==> src/rtl/dmem_access_ctrl_pkg.sv <==
// Shared definitions for the data-memory access controller.
//   dmem_state_e   : controller FSM states
//   dmem_req_s     : registered memory request (valid, wen, is_byte, addr, wdata)
//   dmem_rsp_s     : memory read response (rvalid, rdata)
//   kBytesPerWord  : byte lanes per data word
package definitions;

    localparam int unsigned kBytesPerWord = 4;
    localparam int unsigned kAddrW        = 32;
    localparam int unsigned kDataW        = 8 * kBytesPerWord;

    typedef enum logic [1:0] {
        StIdle,
        StReq,
        StResp,
        StDone
    } dmem_state_e;

    typedef struct packed {
        logic              valid;
        logic              wen;
        logic              is_byte;
        logic [kAddrW-1:0] addr;
        logic [kDataW-1:0] wdata;
    } dmem_req_s;

    typedef struct packed {
        logic              rvalid;
        logic [kDataW-1:0] rdata;
    } dmem_rsp_s;

endpackage

==> src/rtl/dmem_access_ctrl_if.sv <==
// Data-memory bus between the access controller (master) and the memory (slave).
//   mem_valid_o/mem_wen_o/mem_byte_o/mem_addr_o/mem_wdata_o : request, master -> slave
//   mem_yumi_i   : slave accepts the request this cycle
//   mem_rvalid_i/mem_rdata_i : read response, slave -> master
//   mem_ryumi_o  : master consumes the response
// Signal names carry the controller's point of view.
interface dmem_access_ctrl_if #(
    parameter int unsigned ADDR_W = 32,
    parameter int unsigned DATA_W = 32
) ();

    logic              mem_valid_o;
    logic              mem_wen_o;
    logic              mem_byte_o;
    logic [ADDR_W-1:0] mem_addr_o;
    logic [DATA_W-1:0] mem_wdata_o;
    logic              mem_yumi_i;
    logic              mem_rvalid_i;
    logic [DATA_W-1:0] mem_rdata_i;
    logic              mem_ryumi_o;

    modport master (
        output mem_valid_o, mem_wen_o, mem_byte_o, mem_addr_o, mem_wdata_o, mem_ryumi_o,
        input  mem_yumi_i, mem_rvalid_i, mem_rdata_i
    );

    modport slave (
        input  mem_valid_o, mem_wen_o, mem_byte_o, mem_addr_o, mem_wdata_o, mem_ryumi_o,
        output mem_yumi_i, mem_rvalid_i, mem_rdata_i
    );

endinterface

==> src/rtl/dmem_access_ctrl_byte_lane.sv <==
// Combinational byte-lane steering.
//   is_byte_op : SB/LBU access
//   addr_lo    : byte offset within the word
//   store_data : rt value for stores
//   rdata      : word-aligned read data
//   wdata      : SB replicates the low byte into every lane, SW passes through
//   load_data  : LBU extracts the addressed lane (little-endian) zero-extended, LW passes through
module dmem_byte_lane
    import definitions::*;
(
    input  logic              is_byte_op,
    input  logic [1:0]        addr_lo,
    input  logic [kDataW-1:0] store_data,
    input  logic [kDataW-1:0] rdata,
    output logic [kDataW-1:0] wdata,
    output logic [kDataW-1:0] load_data
);

    always_comb begin
        wdata     = store_data;
        load_data = rdata;
        if (is_byte_op) begin
            wdata          = {kBytesPerWord{store_data[7:0]}};
            load_data      = '0;
            load_data[7:0] = rdata[8*addr_lo +: 8];
        end
    end

endmodule

==> src/rtl/dmem_access_ctrl.sv <==
// Data-memory access controller for the memory stage.
// Takes one decoded load/store, runs the request/response handshake on `mem`,
// and holds the pipeline via stall_o until the access retires.
//   clk, n_reset        : clock, synchronous active-low reset
//   req_valid_i, is_load_op_i, is_store_op_i, is_byte_op_i, addr_i, store_data_i : instruction
//   stall_o             : combinational pipeline hold
//   load_data_o         : load result, valid with load_done_o
//   load_done_o, store_done_o, misaligned_o : one-cycle retire pulses
//   mem                 : memory bus (master side)
module dmem_access_ctrl
    import definitions::*;
#(
    parameter int unsigned ADDR_W = 32,
    parameter int unsigned DATA_W = 32
) (
    input  logic                clk,
    input  logic                n_reset,
    input  logic                req_valid_i,
    input  logic                is_load_op_i,
    input  logic                is_store_op_i,
    input  logic                is_byte_op_i,
    input  logic [ADDR_W-1:0]   addr_i,
    input  logic [DATA_W-1:0]   store_data_i,
    output logic                stall_o,
    output logic [DATA_W-1:0]   load_data_o,
    output logic                load_done_o,
    output logic                store_done_o,
    output logic                misaligned_o,
    dmem_access_ctrl_if.master  mem
);

    dmem_state_e       state_q, state_d;
    dmem_req_s         req_q;
    dmem_rsp_s         rsp;
    logic [DATA_W-1:0] load_data_q;
    logic              load_done_q, store_done_q, misaligned_q;
    logic              accept, misalign;
    logic              lane_byte;
    logic [1:0]        lane_addr;
    logic [DATA_W-1:0] lane_wdata, lane_rdata;

    // Stores are steered from the live inputs at accept; loads from the registered request.
    assign lane_byte = (state_q == StIdle) ? is_byte_op_i : req_q.is_byte;
    assign lane_addr = (state_q == StIdle) ? addr_i[1:0] : req_q.addr[1:0];

    dmem_byte_lane u_byte_lane (
        .is_byte_op (lane_byte),
        .addr_lo    (lane_addr),
        .store_data (store_data_i),
        .rdata      (rsp.rdata),
        .wdata      (lane_wdata),
        .load_data  (lane_rdata)
    );

    always_comb begin
        rsp.rvalid      = mem.mem_rvalid_i;
        rsp.rdata       = mem.mem_rdata_i;
        accept          = (state_q == StIdle) && req_valid_i && (is_load_op_i || is_store_op_i);
        misalign        = !is_byte_op_i && (addr_i[1:0] != 2'b00);
        state_d         = state_q;
        stall_o         = 1'b0;
        mem.mem_ryumi_o = 1'b0;
        unique case (state_q)
            StIdle: begin
                if (accept) begin
                    stall_o = 1'b1;
                    state_d = misalign ? StDone : StReq;
                end
            end
            StReq: begin
                stall_o = 1'b1;
                // wen=0 marks a load (load wins when both op flags are set)
                if (mem.mem_yumi_i) state_d = req_q.wen ? StDone : StResp;
            end
            StResp: begin
                stall_o         = 1'b1;
                mem.mem_ryumi_o = rsp.rvalid;
                if (rsp.rvalid) state_d = StDone;
            end
            StDone: state_d = StIdle;
            default: state_d = StIdle;
        endcase
    end

    always_ff @(posedge clk) begin
        if (!n_reset) begin
            state_q      <= StIdle;
            req_q        <= '0;
            load_data_q  <= '0;
            load_done_q  <= 1'b0;
            store_done_q <= 1'b0;
            misaligned_q <= 1'b0;
        end else begin
            state_q      <= state_d;
            req_q.valid  <= (state_d == StReq);
            load_done_q  <= (state_q == StResp) && rsp.rvalid;
            store_done_q <= (state_q == StReq) && mem.mem_yumi_i && req_q.wen;
            misaligned_q <= accept && misalign;
            if (accept) begin
                req_q.wen     <= !is_load_op_i;
                req_q.is_byte <= is_byte_op_i;
                req_q.addr    <= addr_i;
                req_q.wdata   <= lane_wdata;
            end
            if ((state_q == StResp) && rsp.rvalid) load_data_q <= lane_rdata;
        end
    end

    assign mem.mem_valid_o = req_q.valid;
    assign mem.mem_wen_o   = req_q.wen;
    assign mem.mem_byte_o  = req_q.is_byte;
    assign mem.mem_addr_o  = req_q.addr;
    assign mem.mem_wdata_o = req_q.wdata;
    assign load_data_o     = load_data_q;
    assign load_done_o     = load_done_q;
    assign store_done_o    = store_done_q;
    assign misaligned_o    = misaligned_q;

endmodule

==> src/flat_wrapper.sv <==
// flat-port wrapper written by rule: the top's interface ports become plain ports
module dmem_access_ctrl_flat import definitions::*;
#(
    parameter int unsigned ADDR_W = 32,
    parameter int unsigned DATA_W = 32
)
  (clk, n_reset, req_valid_i, is_load_op_i, is_store_op_i, is_byte_op_i, addr_i, store_data_i, stall_o, load_data_o, load_done_o, store_done_o, misaligned_o, mem_mem_valid_o, mem_mem_wen_o, mem_mem_byte_o, mem_mem_addr_o, mem_mem_wdata_o, mem_mem_ryumi_o, mem_mem_yumi_i, mem_mem_rvalid_i, mem_mem_rdata_i);
  dmem_access_ctrl_if #(.ADDR_W(ADDR_W), .DATA_W(DATA_W)) mem_i ();
  input  logic clk;
  input  logic n_reset;
  input  logic req_valid_i;
  input  logic is_load_op_i;
  input  logic is_store_op_i;
  input  logic is_byte_op_i;
  input  logic [ADDR_W-1:0] addr_i;
  input  logic [DATA_W-1:0] store_data_i;
  output logic stall_o;
  output logic [DATA_W-1:0] load_data_o;
  output logic load_done_o;
  output logic store_done_o;
  output logic misaligned_o;
  output wire logic [$bits(mem_i.mem_valid_o)-1:0] mem_mem_valid_o;
  output wire logic [$bits(mem_i.mem_wen_o)-1:0] mem_mem_wen_o;
  output wire logic [$bits(mem_i.mem_byte_o)-1:0] mem_mem_byte_o;
  output wire logic [$bits(mem_i.mem_addr_o)-1:0] mem_mem_addr_o;
  output wire logic [$bits(mem_i.mem_wdata_o)-1:0] mem_mem_wdata_o;
  output wire logic [$bits(mem_i.mem_ryumi_o)-1:0] mem_mem_ryumi_o;
  input wire logic [$bits(mem_i.mem_yumi_i)-1:0] mem_mem_yumi_i;
  input wire logic [$bits(mem_i.mem_rvalid_i)-1:0] mem_mem_rvalid_i;
  input wire logic [$bits(mem_i.mem_rdata_i)-1:0] mem_mem_rdata_i;
  assign mem_mem_valid_o = mem_i.mem_valid_o;
  assign mem_mem_wen_o = mem_i.mem_wen_o;
  assign mem_mem_byte_o = mem_i.mem_byte_o;
  assign mem_mem_addr_o = mem_i.mem_addr_o;
  assign mem_mem_wdata_o = mem_i.mem_wdata_o;
  assign mem_mem_ryumi_o = mem_i.mem_ryumi_o;
  assign mem_i.mem_yumi_i = mem_mem_yumi_i;
  assign mem_i.mem_rvalid_i = mem_mem_rvalid_i;
  assign mem_i.mem_rdata_i = mem_mem_rdata_i;
  dmem_access_ctrl #(.ADDR_W(ADDR_W), .DATA_W(DATA_W)) u_core (.clk(clk), .n_reset(n_reset), .req_valid_i(req_valid_i), .is_load_op_i(is_load_op_i), .is_store_op_i(is_store_op_i), .is_byte_op_i(is_byte_op_i), .addr_i(addr_i), .store_data_i(store_data_i), .stall_o(stall_o), .load_data_o(load_data_o), .load_done_o(load_done_o), .store_done_o(store_done_o), .misaligned_o(misaligned_o), .mem(mem_i));
endmodule
==> config.mk <==
export PLATFORM = sky130hd
export DESIGN_NAME = dmem_access_ctrl_flat
export DESIGN_NICKNAME = d
export VERILOG_FILES = /design/src/rtl/dmem_access_ctrl_pkg.sv /design/src/rtl/dmem_access_ctrl_if.sv /design/src/rtl/dmem_access_ctrl_byte_lane.sv /design/src/rtl/dmem_access_ctrl.sv /design/src/flat_wrapper.sv
export SDC_FILE = /design/constraint.sdc
export NUM_CORES = 1
export LEC_CHECK = 0
export CORE_MARGIN = 4
export CORE_UTILIZATION = 40
export DETAILED_ROUTE_END_ITERATION = 8
export PLACE_DENSITY_LB_ADDON = 0.1
export SETUP_SLACK_MARGIN = 0.5
export SLEW_MARGIN = 20
export SYNTH_ARGS = -nofsm -noshare
export SYNTH_HDL_FRONTEND = slang
export SYNTH_SLANG_ARGS = --single-unit
==> constraint.sdc <==
create_clock -name clk -period 2.1 [get_ports clk]
set_clock_uncertainty 0.05 [all_clocks]
set_input_delay 0.525 -clock clk [delete_from_list [all_inputs] [get_ports clk]]
set_output_delay 0.525 -clock clk [all_outputs]
set_load 0.02 [all_outputs]
==> summary.md <==
| Metric | Value |
|---|---|
| Leading cell type in the layout, fill and taps excluded | a21oi_1 |
| Commonest cells after routing, fill and taps aside | a21oi_1, nand2_1, clkdlybuf4s50_1 |
| Die W | between 100 and 150 um |
| Vias | between 4000 and 5000 |
| Power share of the clock group | 0.188 |
| Worst Path Required | roughly 1500 ps |
| # clock sinks | approximately 100 |
| Final slew viol count | 0 |
| R2R cell count | 8 |
| Final min period | around 1900 ps |
| Vias in the first global route | between 4000 and 5000 |
| MaxCap Viol Count | 0 |
| Warnings from Yosys | 0 |
| Area occupied by multi-input gates | ~1800 um^2 |
| Clock slew at reported path FFs | roughly 90 ps |
| Syn_area_per_cell | around 8.4 um^2 |
| Unique cell type count in the Yosys netlist | 33 |
| H-tree depth | 3 |
| Core Area | between 9000 and 10000 um^2 |
| Initial antenna violation count | 0 |
| Combinational power share | 0.432 |
| Internal power | roughly 4 mW |
| HP Class | register to register |
| Endpoints failing hold | 0 |
| Largest net degree at the start of global routing | 95 |
| Share of the synthesized area in the top cell type | 0.506 |
| Storage cell area | roughly 2100 um^2 |
| Root Buffer | clkbuf_8 |
| Residual DRC | 0 |
| Setup repair after global routing missed its margin | yes |
| Setup violations, final | 0 |
| P_sw | about 2.4 mW |
| Main area contributors after synthesis | dfxtp_1, a21oi_1, nand2_1, nand3_1, o21ai_0 |
| Power density cells | about 1000 nW/um^2 |
| Max IR drop VDD | about 0.45 mV |
| FP Rows | 36 |
| Sequential fraction of the synthesis area | 0.506 |
| Final HPWL DP | between 9 and 10 mm |
| Layout fillers | about 900 |
| Synthesized area | 4110 um^2 |
| F_max | 527 MHz |
| Crit. End Element | output port |
| GR Util All Layers | 0.216 |
| Worst-Skew Late Latency | ~350 ps |
| Post-Layout Cell Count | roughly 840 |
| CTS Buf Count | 9 |
| Syn Nets | 598 |
| Grt ovf | 0 |
| Antenna cells | 0 |
| Static Leak | around 2.5 nW |
| Largest area contributor in the netlist | dfxtp_1 |
| Synthesis-to-layout area growth | 54.3% |
| Cell Area, Placed | about 6400 um^2 |
| Initial drt markers | 188 |
| Reg-to-reg startpoint | u_core.state_q[1] |
| Critical path class | register to output port |
| Cells after synthesis | ~500 |
| Hold-critical path depth | 2 |
| CP arrival | approximately 1300 ps |
| WHS Endpoint | u_core.load_data_o[31] |
| Nets | about 810 |
| Part of the power in registers | 0.380 |
| Critical path fanouts, max | 3 |
| Vias per cell | roughly 5.1 |
| Layout cells sized above 1 | 0.237 |
| Initial Util | 0.415 |
| Worst R2R Setup Slack | 290 ps |
| RePlAce Congestion | 0.816 |
| Status | finished, final reports clean |
| Routed length per placed instance | approximately 16 um |
| I/O pins | between 200 and 250 |
| Clock Tree Buf Depth | 2 |
| Setup crit start kind | register |
| Die ar. | ~12000 um^2 |
| Fin area | 6350 um^2 |
| Dpl cells | about 820 |
| Die height | between 100 and 150 um |
| Slew @ Worst Pin | ~530 ps |
| Slew headroom | 0.644 |
| First-pass GRT wire length | around 20 mm |
| Final Cycle Share | 0.903 |
| Hold Path Origin | u_core.load_data_o[31] |
| Sw frac | 0.378 |
| DRT antenna net count | 0 |
| Port bufs | between 200 and 250 |
| Final WL | about 13 mm |
| RR Endpoint | u_core.load_data_o[31] |
| CTS tree | yes |
| Synthesis-stage register bit count | 104 |
| First-pass DRT Iterations | 5 |
## metal layers
metal / share of wire / GRT usage / vias up
li1: - / - / 2117
met1: 0.40 / 0.262 / 1962
met2: 0.49 / 0.369 / 172
met3: 0.10 / 0.0740 / 14
met4: 0.015 / 0.0516 / 0
met5: 0 / 0 / -
## cell usage after synthesis, drive strengths merged
cell type	instances
a211oi	2
a21oi	114
a221oi	1
a22oi	8
and2	1
and3	1
buf	20
clkbuf	17
dfxtp	104
ha	4
inv	5
mux2i	10
nand2	107
nand2b	1
nand3	35
nand3b	1
nand4b	1
nor2	6
nor2b	9
nor3	1
o211a	1
o211ai	2
o21a	1
o21ai	29
o221ai	8
o31a	1
## how the worst max path moves through the flow
stage	startpoint	endpoint	cells after the start
3_5_place_dp	req_valid_i	stall_o	5
4_1_cts	u_core.state_q[0]	stall_o	6
3_3_place_gp	is_load_op_i	stall_o	5
5_1_grt	u_core.state_q[1]	stall_o	6
6_report	u_core.state_q[1]	stall_o	6
2_1_floorplan	u_core.state_q[1]	stall_o	8
## cell type report
cell class / count / area share
Inverter: 5 / 0.00335
Clock buffer: 10 / 0.0201
Tap cell: 133 / 0.0262
Multi-Input combinational cell: 344 / 0.290
Timing Repair Buffer: 237 / 0.322
Clock inverter: 5 / 0.00926
Sequential cell: 104 / 0.329
## critical path, stage by stage, from the launching register on
cell     delay, ps
dfxtp_2        360
inv_2           50
ha_4           160
o211a_4        150
nor2_4         100
nor2_4          40
buf_6          120
## state kept, by name, summed over array words and instances (netlist names), 2 cells and up
| signal | flops |
|---|---|
| u_core.state_q | 2 |
| u_core.load_data_o | 32 |
| u_core.mem.mem_addr_o | 32 |
| u_core.mem.mem_wdata_o | 32 |
## power groups by stage
stage                     clock network [mW]  logic, mW  registers [mW]
after global placement                     0       2.87            2.48
after global routing                    1.33       3.04            2.50
after detailed placement                   0       2.90            2.50
final                                   1.22       2.79            2.46
after CTS                               1.24       2.82            2.46
after floorplan                            0       1.35            2.84
## metrics by stage
step | TNS [ps] | util | hold WS [ps] | worst slack, ps | total power [mW]
6_report | 0 | 0.641 | 404 | 204 | 6.46
5_1_grt | 0 | 0.641 | 434 | 154 | 6.87
4_1_cts | 0 | 0.670 | 404 | 179 | 6.52
3_5_place_dp | -15680 | 0.645 | 394 | -411 | 5.40
3_3_place_gp | -12090 | 0.645 | 390 | -411 | 5.35
2_1_floorplan | 0 | - | 480 | 206 | 4.19
## cells by family after synthesis
family / count (synthesis) / synth area share
multiplexers: 10 / 0.0274
AO/OA/AOI/OAI: 167 / 0.226
buffers and inverters: 42 / 0.0593
flip-flops: 104 / 0.506
AND/OR/NAND/NOR: 163 / 0.169
adder cells (fa/ha/maj): 4 / 0.0122
## what timing repair did
action                                  CTS  global route
setup buffers                             3             3
hold buffers                              0             0
endpoints found under the setup margin  206           175
pin swaps                                 4             1
gates resized for setup                 267            88
cloned                                    0             1
(Power assumes the default switching activity.)
